File: src/rtl/io_ring_pwr_seq.sv
`default_nettype none
// +----------------------------------------------------------------------+
// | Module   : io_ring_pwr_seq                                           |
// | Function : IO-ring power-up sequencer. Debounces the IO supply-good  |
// |            flag, then steps through bias, filter settle and pad      |
// |            retention release before allowing pad output enables.     |
// |            Loss of supply at any active step gives a sticky fault.   |
// | Revision : 1.0 - initial release                                     |
// +----------------------------------------------------------------------+
module io_ring_pwr_seq #(
   parameter int unsigned CNT_W    = 16,
   parameter int unsigned T_DEB    = 64,
   parameter int unsigned T_BIAS   = 1000,
   parameter int unsigned T_SETTLE = 4000,
   parameter int unsigned T_REL    = 16
) (
   input  logic       clk,
   input  logic       rst,
   input  logic       io_pwr_ok,
   input  logic       seq_start,
   input  logic       fault_clr,
   output logic       bias_en,
   output logic       pad_ret,
   output logic       pad_oe_allow,
   output logic       seq_done,
   output logic       fault,
   output logic [2:0] state_o
);

   typedef enum logic [2:0] {
      S_OFF     = 3'd0,
      S_DEB     = 3'd1,
      S_BIAS    = 3'd2,
      S_SETTLE  = 3'd3,
      S_RELEASE = 3'd4,
      S_READY   = 3'd5,
      S_FAULT   = 3'd6
   } state_t;

   // Largest count representable by the delay counter.
   localparam logic [63:0] c_CNT_MAX = (CNT_W >= 64) ? {64{1'b1}} : ((64'd1 << CNT_W) - 64'd1);

   // A zero delay or one the counter cannot reach is a build error.
   if (CNT_W == 0 || T_DEB == 0 || T_BIAS == 0 || T_SETTLE == 0 || T_REL == 0 ||
       64'(T_DEB) > c_CNT_MAX || 64'(T_BIAS) > c_CNT_MAX ||
       64'(T_SETTLE) > c_CNT_MAX || 64'(T_REL) > c_CNT_MAX) begin : g_param_err
      $error("io_ring_pwr_seq: T_* parameters must be nonzero and fit in CNT_W bits");
   end

   // Counter value seen during the last cycle of each timed state.
   localparam logic [CNT_W-1:0] c_DEB_LAST    = CNT_W'(T_DEB - 1);
   localparam logic [CNT_W-1:0] c_BIAS_LAST   = CNT_W'(T_BIAS - 1);
   localparam logic [CNT_W-1:0] c_SETTLE_LAST = CNT_W'(T_SETTLE - 1);
   localparam logic [CNT_W-1:0] c_REL_LAST    = CNT_W'(T_REL - 1);
   localparam logic [CNT_W-1:0] c_CNT_ONE     = {{(CNT_W-1){1'b0}}, 1'b1};

   state_t             state_q, state_d;
   logic [CNT_W-1:0]   cnt_q, cnt_d;
   logic [CNT_W-1:0]   cnt_inc;
   logic               pok_meta_q, pok_s_q;
   logic               bias_en_q, bias_en_d;
   logic               pad_ret_q, pad_ret_d;
   logic               pad_oe_q, pad_oe_d;
   logic               seq_done_q, seq_done_d;
   logic               fault_q, fault_d;

   // Two-flop synchroniser for the asynchronous supply-good flag.
   always_ff @(posedge clk) begin
      if (rst) begin
         pok_meta_q <= 1'b0;
         pok_s_q    <= 1'b0;
      end else begin
         pok_meta_q <= io_pwr_ok;
         pok_s_q    <= pok_meta_q;
      end
   end

   // Saturating increment so an over-long phase can never wrap the count.
   assign cnt_inc = (cnt_q == {CNT_W{1'b1}}) ? cnt_q : cnt_q + c_CNT_ONE;

   // Next state, next count and next registered outputs.
   always_comb begin
      state_d = state_q;
      cnt_d   = cnt_q;
      unique case (state_q)
         S_OFF: begin
            cnt_d = '0;
            if (seq_start && pok_s_q) state_d = S_DEB;
         end
         S_DEB: begin
            // A supply glitch only restarts the debounce window.
            if (!pok_s_q)                  cnt_d   = '0;
            else if (cnt_q == c_DEB_LAST)  state_d = S_BIAS;
            else                           cnt_d   = cnt_inc;
         end
         S_BIAS: begin
            if (!pok_s_q)                  state_d = S_FAULT;
            else if (cnt_q == c_BIAS_LAST) state_d = S_SETTLE;
            else                           cnt_d   = cnt_inc;
         end
         S_SETTLE: begin
            if (!pok_s_q)                    state_d = S_FAULT;
            else if (cnt_q == c_SETTLE_LAST) state_d = S_RELEASE;
            else                             cnt_d   = cnt_inc;
         end
         S_RELEASE: begin
            if (!pok_s_q)                 state_d = S_FAULT;
            else if (cnt_q == c_REL_LAST) state_d = S_READY;
            else                          cnt_d   = cnt_inc;
         end
         S_READY: begin
            if (!pok_s_q) state_d = S_FAULT;
         end
         S_FAULT: begin
            if (fault_clr) state_d = S_OFF;
         end
         default: state_d = S_OFF;
      endcase

      if (state_d != state_q) cnt_d = '0;

      // Outputs follow the state being entered, so they change on the
      // same edge as the state register.
      bias_en_d  = (state_d == S_BIAS) || (state_d == S_SETTLE) ||
                   (state_d == S_RELEASE) || (state_d == S_READY);
      pad_ret_d  = !((state_d == S_RELEASE) || (state_d == S_READY));
      pad_oe_d   = (state_d == S_READY);
      seq_done_d = (state_d == S_READY);
      fault_d    = (state_d == S_FAULT);
   end

   // State, counter and output registers.
   always_ff @(posedge clk) begin
      if (rst) begin
         state_q    <= S_OFF;
         cnt_q      <= '0;
         bias_en_q  <= 1'b0;
         pad_ret_q  <= 1'b1;
         pad_oe_q   <= 1'b0;
         seq_done_q <= 1'b0;
         fault_q    <= 1'b0;
      end else begin
         state_q    <= state_d;
         cnt_q      <= cnt_d;
         bias_en_q  <= bias_en_d;
         pad_ret_q  <= pad_ret_d;
         pad_oe_q   <= pad_oe_d;
         seq_done_q <= seq_done_d;
         fault_q    <= fault_d;
      end
   end

   assign bias_en      = bias_en_q;
   assign pad_ret      = pad_ret_q;
   assign pad_oe_allow = pad_oe_q;
   assign seq_done     = seq_done_q;
   assign fault        = fault_q;
   assign state_o      = state_q;

endmodule
`default_nettype wire

File: config.mk
export PLATFORM = sky130hd
export DESIGN_NAME = io_ring_pwr_seq
export DESIGN_NICKNAME = d
export VERILOG_FILES = /design/src/rtl/io_ring_pwr_seq.sv
export SDC_FILE = /design/constraint.sdc
export NUM_CORES = 1
export LEC_CHECK = 0
export BUFFER_PORTS_ARGS = -buffer_cell sky130_fd_sc_hd__buf_2
export CORE_MARGIN = 3
export CORE_UTILIZATION = 50
export DETAILED_ROUTE_END_ITERATION = 10
export HOLD_SLACK_MARGIN = 0.06
export PLACE_DENSITY = 0.73
export SLEW_MARGIN = 20
export SYNTH_ARGS = -nofsm -noshare
export SYNTH_HDL_FRONTEND = slang
export SYNTH_SLANG_ARGS = --single-unit
File: constraint.sdc
create_clock -name clk -period 4.5 [get_ports clk]
set_clock_uncertainty 0.15 [all_clocks]
set_input_delay 0 -clock clk [delete_from_list [all_inputs] [get_ports clk]]
set_output_delay 0 -clock clk [all_outputs]
set_load 0.01 [all_outputs]
# After elaboration in Yosys (flattened, before gate mapping)
# Cells that the tools add are included.
# totals
in_bits	5
elab_cells	65
regBits	25
output_inout_bits	8
# op_classes
muxes	22
n_reduce_logical	10
n_eq_ne	24
addsub	1
# ops
operator	n
two-way mux 16 bit	9
one-hot mux 16 bit (5 select lines)	1
two-way mux 3 bit	11
one-hot mux 3 bit (7 select lines)	1
equality test 3 bit (second input constant)	6
adder 16 x 1 -> 16 bit (second input constant)	1
equality test 16 x 10 -> 1 bit (second input constant)	1
equality test 16 x 12 -> 1 bit (second input constant)	1
equality test 16 bit (second input constant)	1
equality test 16 x 4 -> 1 bit (second input constant)	1
equality test 16 x 6 -> 1 bit (second input constant)	1
equality test 3 x 2 -> 1 bit (second input constant)	4
!= test 2 bit (second input constant)	6
AND reduction 8 bit	1
nonzero test 5 bit	1
logical OR 1 bit	4
equality test 3 x 1 -> 1 bit (second input constant)	1
logical NOT 3 bit	1
!= test 3 bit	1
!= test 3 bit (second input constant)	1
OR reduction 2 bit	1
logical AND 1 bit	1
logical NOT 1 bit	1

# Longest topological paths before layout
# Gate-level depths: netlist of the first run.
# logic_depth
word_depth	8
ltp_mapped	10

# Least setup slack after synthesis of the first run
# No wires, ideal clock.
# synth_timing
kind	register to register
startpoint	register cnt_q[13]
endpoint	register cnt_q[2]
stages_incl_launch_ff	8
setup_time_ns	0.122
synth_period_minus_slack_ns	2.437
setup_slack_ns	2.063
arrival_time_ns	2.166
required_ns	4.228
cell_sequence	dfxtp_1 -> or4_4 -> or4_4 -> and2_1 -> o21a_1 -> o211ai_2 -> buf_6 -> a21oi_1
# synth_between
elab_chain_cells	6
# synth_rtl
element	line	text
from (decl)	58	logic [CNT_W-1:0] cnt_q, cnt_d;
from (signal assigned)	144	cnt_q <= cnt_d;
equality test 16 x 4 -> 1 bit (tied with other cells)	108	else if (cnt_q == c_REL_LAST) state_d = S_READY;
two-way mux 3 bit, on equally long branches (2 in series)	-	
one-hot mux 3 bit (7 select lines)	85	unique case (state_q)
!= test 3 bit	120	if (state_d != state_q) cnt_d = '0;
OR reduction 2 bit (no line)	-	
# Several ways; a longest one is shown, not always the timed one. The select of a mux whose other input is x is not followed.
# A chain may end at the register's enable or synchronous reset.

# Final worst setup path of the first run
# layout_timing
startpoint	register state_q[2], in the netlist state_o[2]
endpoint	register cnt_q[1]
# layout_between
elab_chain_cells	5
# layout_rtl
element	line	text
from (decl)	57	state_t state_q, state_d;
from (signal assigned)	143	state_q <= state_d;
two-way mux 3 bit, on equally long branches (2 in series)	-	
one-hot mux 3 bit (7 select lines)	85	
!= test 3 bit	120	
OR reduction 2 bit (no line)	-	
# Several ways; a longest one is shown, not always the timed one.

==> impl_metrics.json, run 1 <==
{
  "outcome": "complete, no violations",
  "clock-root-buffer": "clkbuf_4",
  "dpl.hpwl_mm": 2.508,
  "dp_slack_ns": 1.613,
  "cts_buffer_depth": 2,
  "ant_nets": 0,
  "drtIter0Drc": 128,
  "wl_met2_mm": 1.612,
  "syn_nets": 195,
  "setup_ws_ns": 1.613,
  "power.switching_uw": 85.31,
  "holdPathEnd": "state_o[1]",
  "start_util": 0.5308,
  "swShare": 0.2425,
  "rr_worst_depth": 6,
  "p_per_area_mw_per_mm2": 219.7,
  "reg2reg_slack_ns": 1.61,
  "place_congestion": 0.8929,
  "grtUsageTotal": 0.2127,
  "antenna_found_initial": 0,
  "pwr-share-clk": 0.323,
  "cts_tree": "yes",
  "critical_path_class": "reg -> reg",
  "wl_met3_um": 173,
  "fillers": 268,
  "grt_pass1_wl_mm": 5.968,
  "path_clk_slew_ns": 0.15,
  "p_leak_uw": 0.0005318,
  "peakVddDrop_mv": 0.1055,
  "syn_area_per_cell_um2": 7.878,
  "firstDrtPassIters": 4,
  "hp-class": "in -> reg",
  "multi_input_area_um2": 913.4,
  "rr_endpoint": "cnt_q[1]",
  "cp_max_fo": 18,
  "h-tree-depth": 1,
  "rows": 19,
  "async_flop_share": 0,
  "hp-start": "rst",
  "io_pins": 13,
  "die_y_um": 60.57,
  "final_cell_mix": "25 x dfxtp_1, 21 x nor2_1, 17 x a21oi_1",
  "seq_area_um2": 500.5,
  "final_layout_size_suffix_gt1_frac": 0.1307,
  "power.share.sequential": 0.639,
  "final_max_slew_viol_count": 0,
  "syn-cell-area_mm2": 0.001489,
  "cp-start-kind": "flip-flop",
  "grt_max_degree": 19,
  "cts_resized": 0,
  "grt_pass1_vias": 1319,
  "routed_wl_mm": 3.407,
  "layout_commonest_cell": "dfxtp_1",
  "final_cell_area_mm2": 0.001602,
  "arrival_ns": 2.96,
  "synth_edf_count": 0,
  "drv_cap": 0,
  "syn_to_final_growth_pct": 7.563,
  "slew_headroom": 0.5964,
  "fp.coreArea_mm2": 0.002805,
  "post_drt_wl_per_cell_um": 14.81,
  "setup_tns_ns": 0,
  "yosys_warnings": 0,
  "min_path_cells": 3,
  "syn_inst": 189,
  "p_int_uw": 266.5,
  "rsz0062_at_grt": "no",
  "post-route-min-period_ns": 2.887,
  "synth-seq-area-share": 0.3361,
  "final_nets": 206,
  "port_buffers": 12,
  "wl_met1_mm": 1.574,
  "synth_cell_types": 52,
  "antenna_cells": 0,
  "fmaxAchievable_mhz": 346.3,
  "cts_made_buffers": 3,
  "endpoint_kind": "flip-flop",
  "placed_area_mm2": 0.001520,
  "die_x_um": 60.57,
  "highest_layer": "met4",
  "post-route-period-util": 0.6416,
  "drc": 0,
  "tightest_slew_ns": 0.6008,
  "synth_seq_cells": 25,
  "routed_via_density": 6.261,
  "ys.flop_type": "dfxtp_1",
  "setup_viol": 0,
  "grt.overflow.total": 0,
  "clkLatencyLatePin_ns": 0.34,
  "vias": 1440,
  "clock_sinks": 25,
  "combPwrFrac": 0.038,
  "finalHoldViolCount": 0,
  "die_area_mm2": 0.003669,
  "timing.rr.start": "state_o[2]",
  "critPathRequiredTime_ns": 4.57
}
[worst max-delay path: stages (launching register included)]
cell     delay [ns]
dfxtp_1        0.50
or4_1          0.51
or4_1          0.45
o21ai_1        0.38
or4_1          0.49
mux2i_1        0.23
nor2_1         0.06
[through the flow]
stage	hold slack [ns]	utilization	power, uW	instances
floorplan	-0.07839	-	235.3	189
global placement	0.06382	0.5419	239.3	221
detailed placement	0.07636	0.5419	239.4	221
CTS	0.2822	0.5709	352.0	230
global route	0.3165	0.5709	362.2	230
finish	0.3039	0.5709	351.8	230
[kinds of logic after synthesis]
family | after synthesis | synth area share
buffers and inverters | 13 | 0.05042
multiplexers | 2 | 0.01429
adder cells (fa/ha/maj) | 1 | 0.008402
XOR/XNOR | 2 | 0.01177
AO/OA/AOI/OAI | 51 | 0.2151
flip-flops | 25 | 0.3361
AND/OR/NAND/NOR | 95 | 0.3639
[power by group through the flow]
stage	Clock, uW	Combinational, uW	Sequential (uW)
final	114	13.4	225
after global routing	122	14.9	225
after CTS	114	13.3	225
after detailed placement	0	9.89	230
after global placement	0	9.78	230
after floorplan	0	7.32	228
[state kept, by name, summed over array words and instances, names as in the netlist]
signal	count
pad_ret	1
pok_meta_q	1
state_o	3
bias_en	1
seq_done	1
pok_s_q	1
fault	1
cnt_q	16
[area by class of cell]
type	count	share of cell area
Clock buffer	3	0.01406
Clock inverter	1	0.005469
Inverter	2	0.004687
Multi-Input combinational cell	151	0.5703
Sequential cell	25	0.3125
Tap cell	31	0.02422
Timing Repair Buffer	17	0.06875
[synth_stat cells (2+ instances only)]
cell type	number	area share
clkbuf_1	6	0.015
or4_4	2	0.015
a21oi_1	17	0.057
dfxtp_1	25	0.34
o211ai_1	2	0.010
nand2_1	14	0.035
and4_1	2	0.012
nor4b_1	2	0.012
nor3b_1	2	0.010
or3_1	10	0.042
o21ai_0	12	0.040
nor2_1	21	0.053
or2_2	2	0.0084
nand4b_1	2	0.012
inv_1	2	0.0050
and2_1	4	0.017
a31oi_1	2	0.0084
nor2b_1	4	0.017
a21o_1	2	0.010
nand3_1	7	0.024
nor3_1	6	0.020
o21a_1	3	0.015
or3b_2	2	0.012
buf_6	3	0.023
nand4_1	6	0.025
or4_1	3	0.015
[what timing repair did]
item	in CTS	in global routing
buffers inserted	0	0
hold buffers	5	0
hold endpoints to repair	9	0
[worst max-delay path by stage]
stage / from / end / slack [ns] / cells after the start
5_1_grt: state_o[2] / cnt_q[6] / 1.34 / 6
4_1_cts: state_o[2] / cnt_q[1] / 1.61 / 6
3_3_place_gp: state_o[2] / cnt_q[1] / 1.68 / 6
2_1_floorplan: cnt_q[13] / cnt_q[2] / 2.06 / 7
6_report: state_o[2] / cnt_q[1] / 1.61 / 6
3_5_place_dp: state_o[2] / cnt_q[1] / 1.61 / 6
[layer usage]
metal,track usage,vias to the layer above
met2,0.3481,43
met1,0.2876,671
met3,0.02766,5
met5,0,-
li1,-,721
met4,0.07430,0
Power figures use the tool's default switching activity.
==> inputs of run 2 (changes only) <==
--- a/config.mk
+++ b/config.mk
@@ -10,7 +10,7 @@
 export CORE_UTILIZATION = 50
 export DETAILED_ROUTE_END_ITERATION = 10
 export HOLD_SLACK_MARGIN = 0.06
-export PLACE_DENSITY = 0.73
+export PLACE_DENSITY = 0.75
 export SLEW_MARGIN = 20
 export SYNTH_ARGS = -nofsm -noshare
 export SYNTH_HDL_FRONTEND = slang
==> constraint.sdc (replaced) <==
create_clock -name clk -period 2.4 [get_ports clk]
set_clock_uncertainty 0.15 [all_clocks]
set_input_delay 0 -clock clk [delete_from_list [all_inputs] [get_ports clk]]
set_output_delay 0 -clock clk [all_outputs]
set_load 0.01 [all_outputs]
==> run 2 against run 1 <==
Effect of this change: the flow now finishes with violations (negative setup slack); utilization grew 21 points; sequential power up 87%; hold slack gained 0.010 ns; combinational power increased to 2.6 times the previous value; largest cell class unchanged.
==> impl_metrics.json, run 2 (synthesized netlist as in run 1, its figures left out) <==
{
  "drv_cap": 0,
  "finalHoldViolCount": 0,
  "reg2reg_slack_ns": -0.1,
  "setup_ws_ns": -0.09940,
  "path_clk_slew_ns": 0.15,
  "final_layout_size_suffix_gt1_frac": 0.4309,
  "rows": 19,
  "timing.rr.start": "cnt_q[6]",
  "rr_endpoint": "cnt_q[3]",
  "ant_nets": 0,
  "die_x_um": 60.57,
  "grt_pass1_wl_mm": 8.066,
  "post_drt_wl_per_cell_um": 19.96,
  "grt_pass1_vias": 1778,
  "tightest_slew_ns": 0.5546,
  "total_power_uw": 658.8,
  "routed_via_density": 6.722,
  "peakVddDrop_mv": 0.2583,
  "largest_register_ffs": 16,
  "die_area_mm2": 0.003669,
  "clock_sinks": 25,
  "hp-start": "pok_meta_q",
  "clock-root-buffer": "clkbuf_4",
  "crit_path_cell_trace": "buf_4 > nand3_1 > buf_4 > or2_4 > nor3_1 > or4_4 > buf_8 > or3_4 > a21oi_2",
  "fp.coreArea_mm2": 0.002805,
  "routed_wl_mm": 5.529,
  "setup_viol": 16,
  "final_cell_mix": "41 x buf_4, 20 x nor2_1, 20 x dfxtp_1",
  "p_per_area_mw_per_mm2": 300.9,
  "layout_commonest_cell": "buf_4",
  "post-route-min-period_ns": 2.499,
  "min_path_cells": 1,
  "syn_to_final_growth_pct": 47.06,
  "drc": 0,
  "grtUsageTotal": 0.2913,
  "rsz0062_at_grt": "yes",
  "dpl.hpwl_mm": 3.039,
  "final_max_slew_viol_count": 0,
  "final_cell_area_mm2": 0.002190,
  "die_y_um": 60.57,
  "clkLatencyLatePin_ns": 0.34,
  "p_leak_uw": 0.0008272,
  "holdPathEnd": "pok_s_q",
  "placed_area_mm2": 0.001772,
  "cp_max_fo": 8,
  "grt.overflow.total": 0,
  "cts_buffer_depth": 2,
  "final_nets": 253,
  "arrival_ns": 2.63,
  "outcome": "complete, but fails checks",
  "hp-class": "reg -> reg",
  "slowest_stage": "or4_4",
  "endpoint_kind": "flip-flop",
  "antenna_found_initial": 0,
  "cts_tree": "yes",
  "violations": "negative setup slack",
  "h-tree-depth": 1,
  "drtIter0Drc": 256,
  "seq_area_um2": 506.7,
  "critical_path_class": "reg -> reg",
  "fmaxAchievable_mhz": 400.1,
  "slowest_delay_ns": 0.56,
  "rr_worst_depth": 9,
  "multi_input_area_mm2": 0.001095,
  "io_pins": 13,
  "start_util": 0.5308,
  "vias": 1862,
  "post-route-period-util": 1.041,
  "antenna_cells": 0,
  "cp-startpoint": "cnt_q[6]",
  "cpMostUsedCell": "buf_4",
  "slew_headroom": 0.6274,
  "cts_made_buffers": 3,
  "regMostFlops": "cnt_q",
  "critPathRequiredTime_ns": 2.53,
  "firstDrtPassIters": 5,
  "grt_max_degree": 15,
  "port_buffers": 12,
  "place_congestion": 0.9017,
  "cp-start-kind": "flip-flop",
  "fillers": 178
}
run 2: how the worst max path moves through the flow:
| stage | endpoint | slack, ns | depth (start not counted) |
|---|---|---|---|
| 2_1_floorplan | cnt_q[11] | 0.002 | 8 |
| 3_3_place_gp | cnt_q[6] | -0.09 | 8 |
| 3_5_place_dp | cnt_q[0] | -0.15 | 6 |
| 4_1_cts | cnt_q[6] | -0.09 | 8 |
| 5_1_grt | cnt_q[3] | -0.20 | 7 |
| 6_report | cnt_q[3] | -0.1 | 9 |
run 2: where the power goes:
group | internal, uW | switching, uW
registers | 417 | 2.78
logic | 17.6 | 17.8
clock network | 62.8 | 141
run 2: metrics by stage:
stage               utilization  setup WS (ns)  hold WS (ns)  TNS (ns)  cells
finish                   0.7806       -0.09940        0.3142    -1.037    277
detailed placement       0.6316        -0.1510       0.08606    -1.616    253
CTS                      0.7244       -0.09023        0.2799   -0.4162    271
floorplan                     -       0.002355      -0.07839         0    189
global placement         0.6316       -0.09062       0.06847   -0.6588    253
global route             0.7806        -0.1978        0.3331    -2.116    277
run 2: repair_timing:
item	CTS	global route
endpoints found under the hold margin	9	0
endpoints found under the setup margin	16	18
cloned	1	0
buffers inserted	8	6
hold buffers	5	0
resized for setup	20	28
pin swaps	13	19
run 2: final cells by class:
type / instances / area share
Clock buffer: 3 / 0.01029
Clock inverter: 1 / 0.002286
Inverter: 2 / 0.003429
Multi-Input combinational cell: 151 / 0.5000
Sequential cell: 25 / 0.2314
Tap cell: 31 / 0.01771
Timing Repair Buffer: 64 / 0.2349
run 2: layer usage:
metal / track usage / part of all wire / up-vias / wire, um
met3: 0.05106 / 0.091 / 33 / 502
met4: 0.1827 / 0.040 / 0 / 219
met1: 0.3484 / 0.38 / 867 / 2123
li1: - / - / 815 / -
met5: 0 / 0 / - / 0
met2: 0.4809 / 0.49 / 147 / 2684
run 2: critical path: cells and delay by family (launching register included):
family                 cells  cell delay (ns)
DFF                        1             0.40
AOI/OAI and AO/OA          1             0.15
buffers and inverters      3             0.50
and+or+nand+nor            5             1.24
==> inputs of run 3 (changes only) <==
--- a/config.mk
+++ b/config.mk
@@ -6,11 +6,13 @@
 export NUM_CORES = 1
 export LEC_CHECK = 0
 export BUFFER_PORTS_ARGS = -buffer_cell sky130_fd_sc_hd__buf_2
+export CORE_ASPECT_RATIO = 0.75
 export CORE_MARGIN = 3
 export CORE_UTILIZATION = 50
+export CTS_CLUSTER_SIZE = 24
 export DETAILED_ROUTE_END_ITERATION = 10
 export HOLD_SLACK_MARGIN = 0.06
-export PLACE_DENSITY = 0.75
+export PLACE_DENSITY = 0.73
 export SLEW_MARGIN = 20
 export SYNTH_ARGS = -nofsm -noshare
 export SYNTH_HDL_FRONTEND = slang
==> run 3 against run 2 <==
Effect of this change: the flow still finishes with violations (negative setup slack); sequential share of layout area is 0.92 points higher; sequential cell count is the same; largest cell class unchanged; via count decreased by 6.3%; non-clock buffer count fell by 6; final area shrank 3.8%; cell count fell by 0.36%; critical path depth unchanged; first-iteration DRC count shrank 50%; fmax up 0.12%.
==> impl_metrics.json, run 3 (synthesized netlist as in run 1, its figures left out) <==
{
  "syn_to_final_growth_pct": 41.43,
  "hp-class": "in -> reg",
  "largest_register_ffs": 16,
  "hold_ws_ns": 0.09308,
  "drv_cap": 0,
  "h-tree-depth": 1,
  "reg2reg_slack_ns": -0.1,
  "clock-root-buffer": "clkbuf_8",
  "post-route-min-period_ns": 2.496,
  "post_drt_wl_per_cell_um": 17.74,
  "antenna_cells": 0,
  "regMostFlops": "cnt_q",
  "drtIter0Drc": 127,
  "routed_via_density": 6.319,
  "critPathRequiredTime_ns": 2.43,
  "place_congestion": 0.9668,
  "firstDrtPassIters": 4,
  "fmaxAchievable_mhz": 400.6,
  "routed_wl_mm": 4.896,
  "tightest_slew_ns": 0.5158,
  "dp_slack_ns": -0.1535,
  "cts_tree": "yes",
  "final_cell_mix": "36 x buf_4, 20 x nor2_1, 20 x dfxtp_1",
  "cp-startpoint": "state_o[2]",
  "ant_nets": 0,
  "rows": 16,
  "clock_sinks": 25,
  "outcome": "complete, but fails checks",
  "path_clk_slew_ns": 0.09,
  "fp.coreArea_mm2": 0.002723,
  "peakVddDrop_mv": 0.3312,
  "rsz0062_at_grt": "yes",
  "drc": 0,
  "grtUsageMet3": 0.07211,
  "grt_pass1_wl_mm": 7.997,
  "final_max_slew_viol_count": 0,
  "io_pins": 13,
  "violations": "negative setup slack",
  "total_power_uw": 715.2,
  "setup_viol": 13,
  "cp-start-kind": "flip-flop",
  "hp-start": "seq_start",
  "grt.overflow.total": 0,
  "cts_made_buffers": 3,
  "use_met2": 0.4604,
  "critical_path_class": "reg -> reg",
  "die_y_um": 53.26,
  "final_layout_size_suffix_gt1_frac": 0.4000,
  "grt_pass1_vias": 1696,
  "arrival_ns": 2.53,
  "finalHoldViolCount": 0,
  "start_util": 0.5469,
  "final_cell_area_mm2": 0.002106,
  "grtUsageTotal": 0.2794,
  "clkLatencyLatePin_ns": 0.28,
  "fillers": 182,
  "busiest_layer": "met2",
  "final_nets": 247,
  "timing.rr.start": "state_o[2]",
  "p_leak_uw": 0.0007711,
  "placed_area_mm2": 0.001785,
  "grt_max_degree": 16,
  "layout_commonest_cell": "buf_4",
  "dpl.hpwl_mm": 3.025,
  "post-route-period-util": 1.040,
  "cp_max_fo": 6,
  "antenna_found_initial": 0,
  "die_area_mm2": 0.003675,
  "vias": 1744,
  "endpoint_kind": "flip-flop",
  "cts_buffer_depth": 2,
  "slew_headroom": 0.6535,
  "p_per_area_mw_per_mm2": 339.7,
  "die_x_um": 69.01,
  "final_util": 0.7734,
  "setup_ws_ns": -0.09646,
  "port_buffers": 12,
  "grt_util_met1": 0.3390
}
-- run 3: final timing paths --
check	to	cells after the start
hold reg to reg	pok_s_q	1
setup reg to reg	cnt_q[1]	9
hold / removal	state_o[0]	5
setup / recovery	cnt_q[1]	9
-- run 3: area by class of cell --
class                   instances  area [um^2]  area share
multi-input cells             151         1059      0.5027
flip-flops and latches         25        506.7      0.2406
repair buffers                 58        439.2      0.2086
well taps                      36        45.04     0.02139
clock buffers                   3        41.29     0.01961
clock inverters                 1        7.507    0.003565
inverters                       2        7.507    0.003565
-- run 3: power breakdown --
| part | leakage (uW) | internal [uW] | total (uW) | switching (uW) |
|---|---|---|---|---|
| Combinational | 0.000545 | 15.9 | 32.2 | 16.4 |
| Clock | 0.0000217 | 118 | 264 | 145 |
| Sequential | 0.000204 | 417 | 419 | 2.96 |
-- run 3: critical path: stages (launching register included) --
cell     delay (ns)
dfxtp_1        0.37
or4_4          0.49
or4_4          0.47
buf_6          0.15
o21ai_4        0.15
or4_4          0.17
buf_6          0.12
buf_6          0.09
mux2i_1        0.18
nor2_1         0.05
-- run 3: per-layer routing --
layer  vias to the layer above  part of all wire
met5                         -                 0
met4                         0             0.027
met3                        16              0.10
met2                        92              0.47
met1                       829              0.40
li1                        807                 -
-- run 3: what timing repair did --
item / 4_1_cts / 5_1_grt
resized for setup: 26 / 14
buffers inserted: 10 / 0
pin swaps: 10 / 4
hold buffers: 3 / 0
cloned: 1 / 0
endpoints found under the hold margin: 6 / 0
setup endpoints to repair: 16 / 18
-- run 3: through the flow --
stage	TNS [ns]	cells
floorplan	0	189
global placement	-1.051	259
detailed placement	-1.805	259
CTS	-0.03191	277
global route	-1.650	276
finish	-0.5280	276
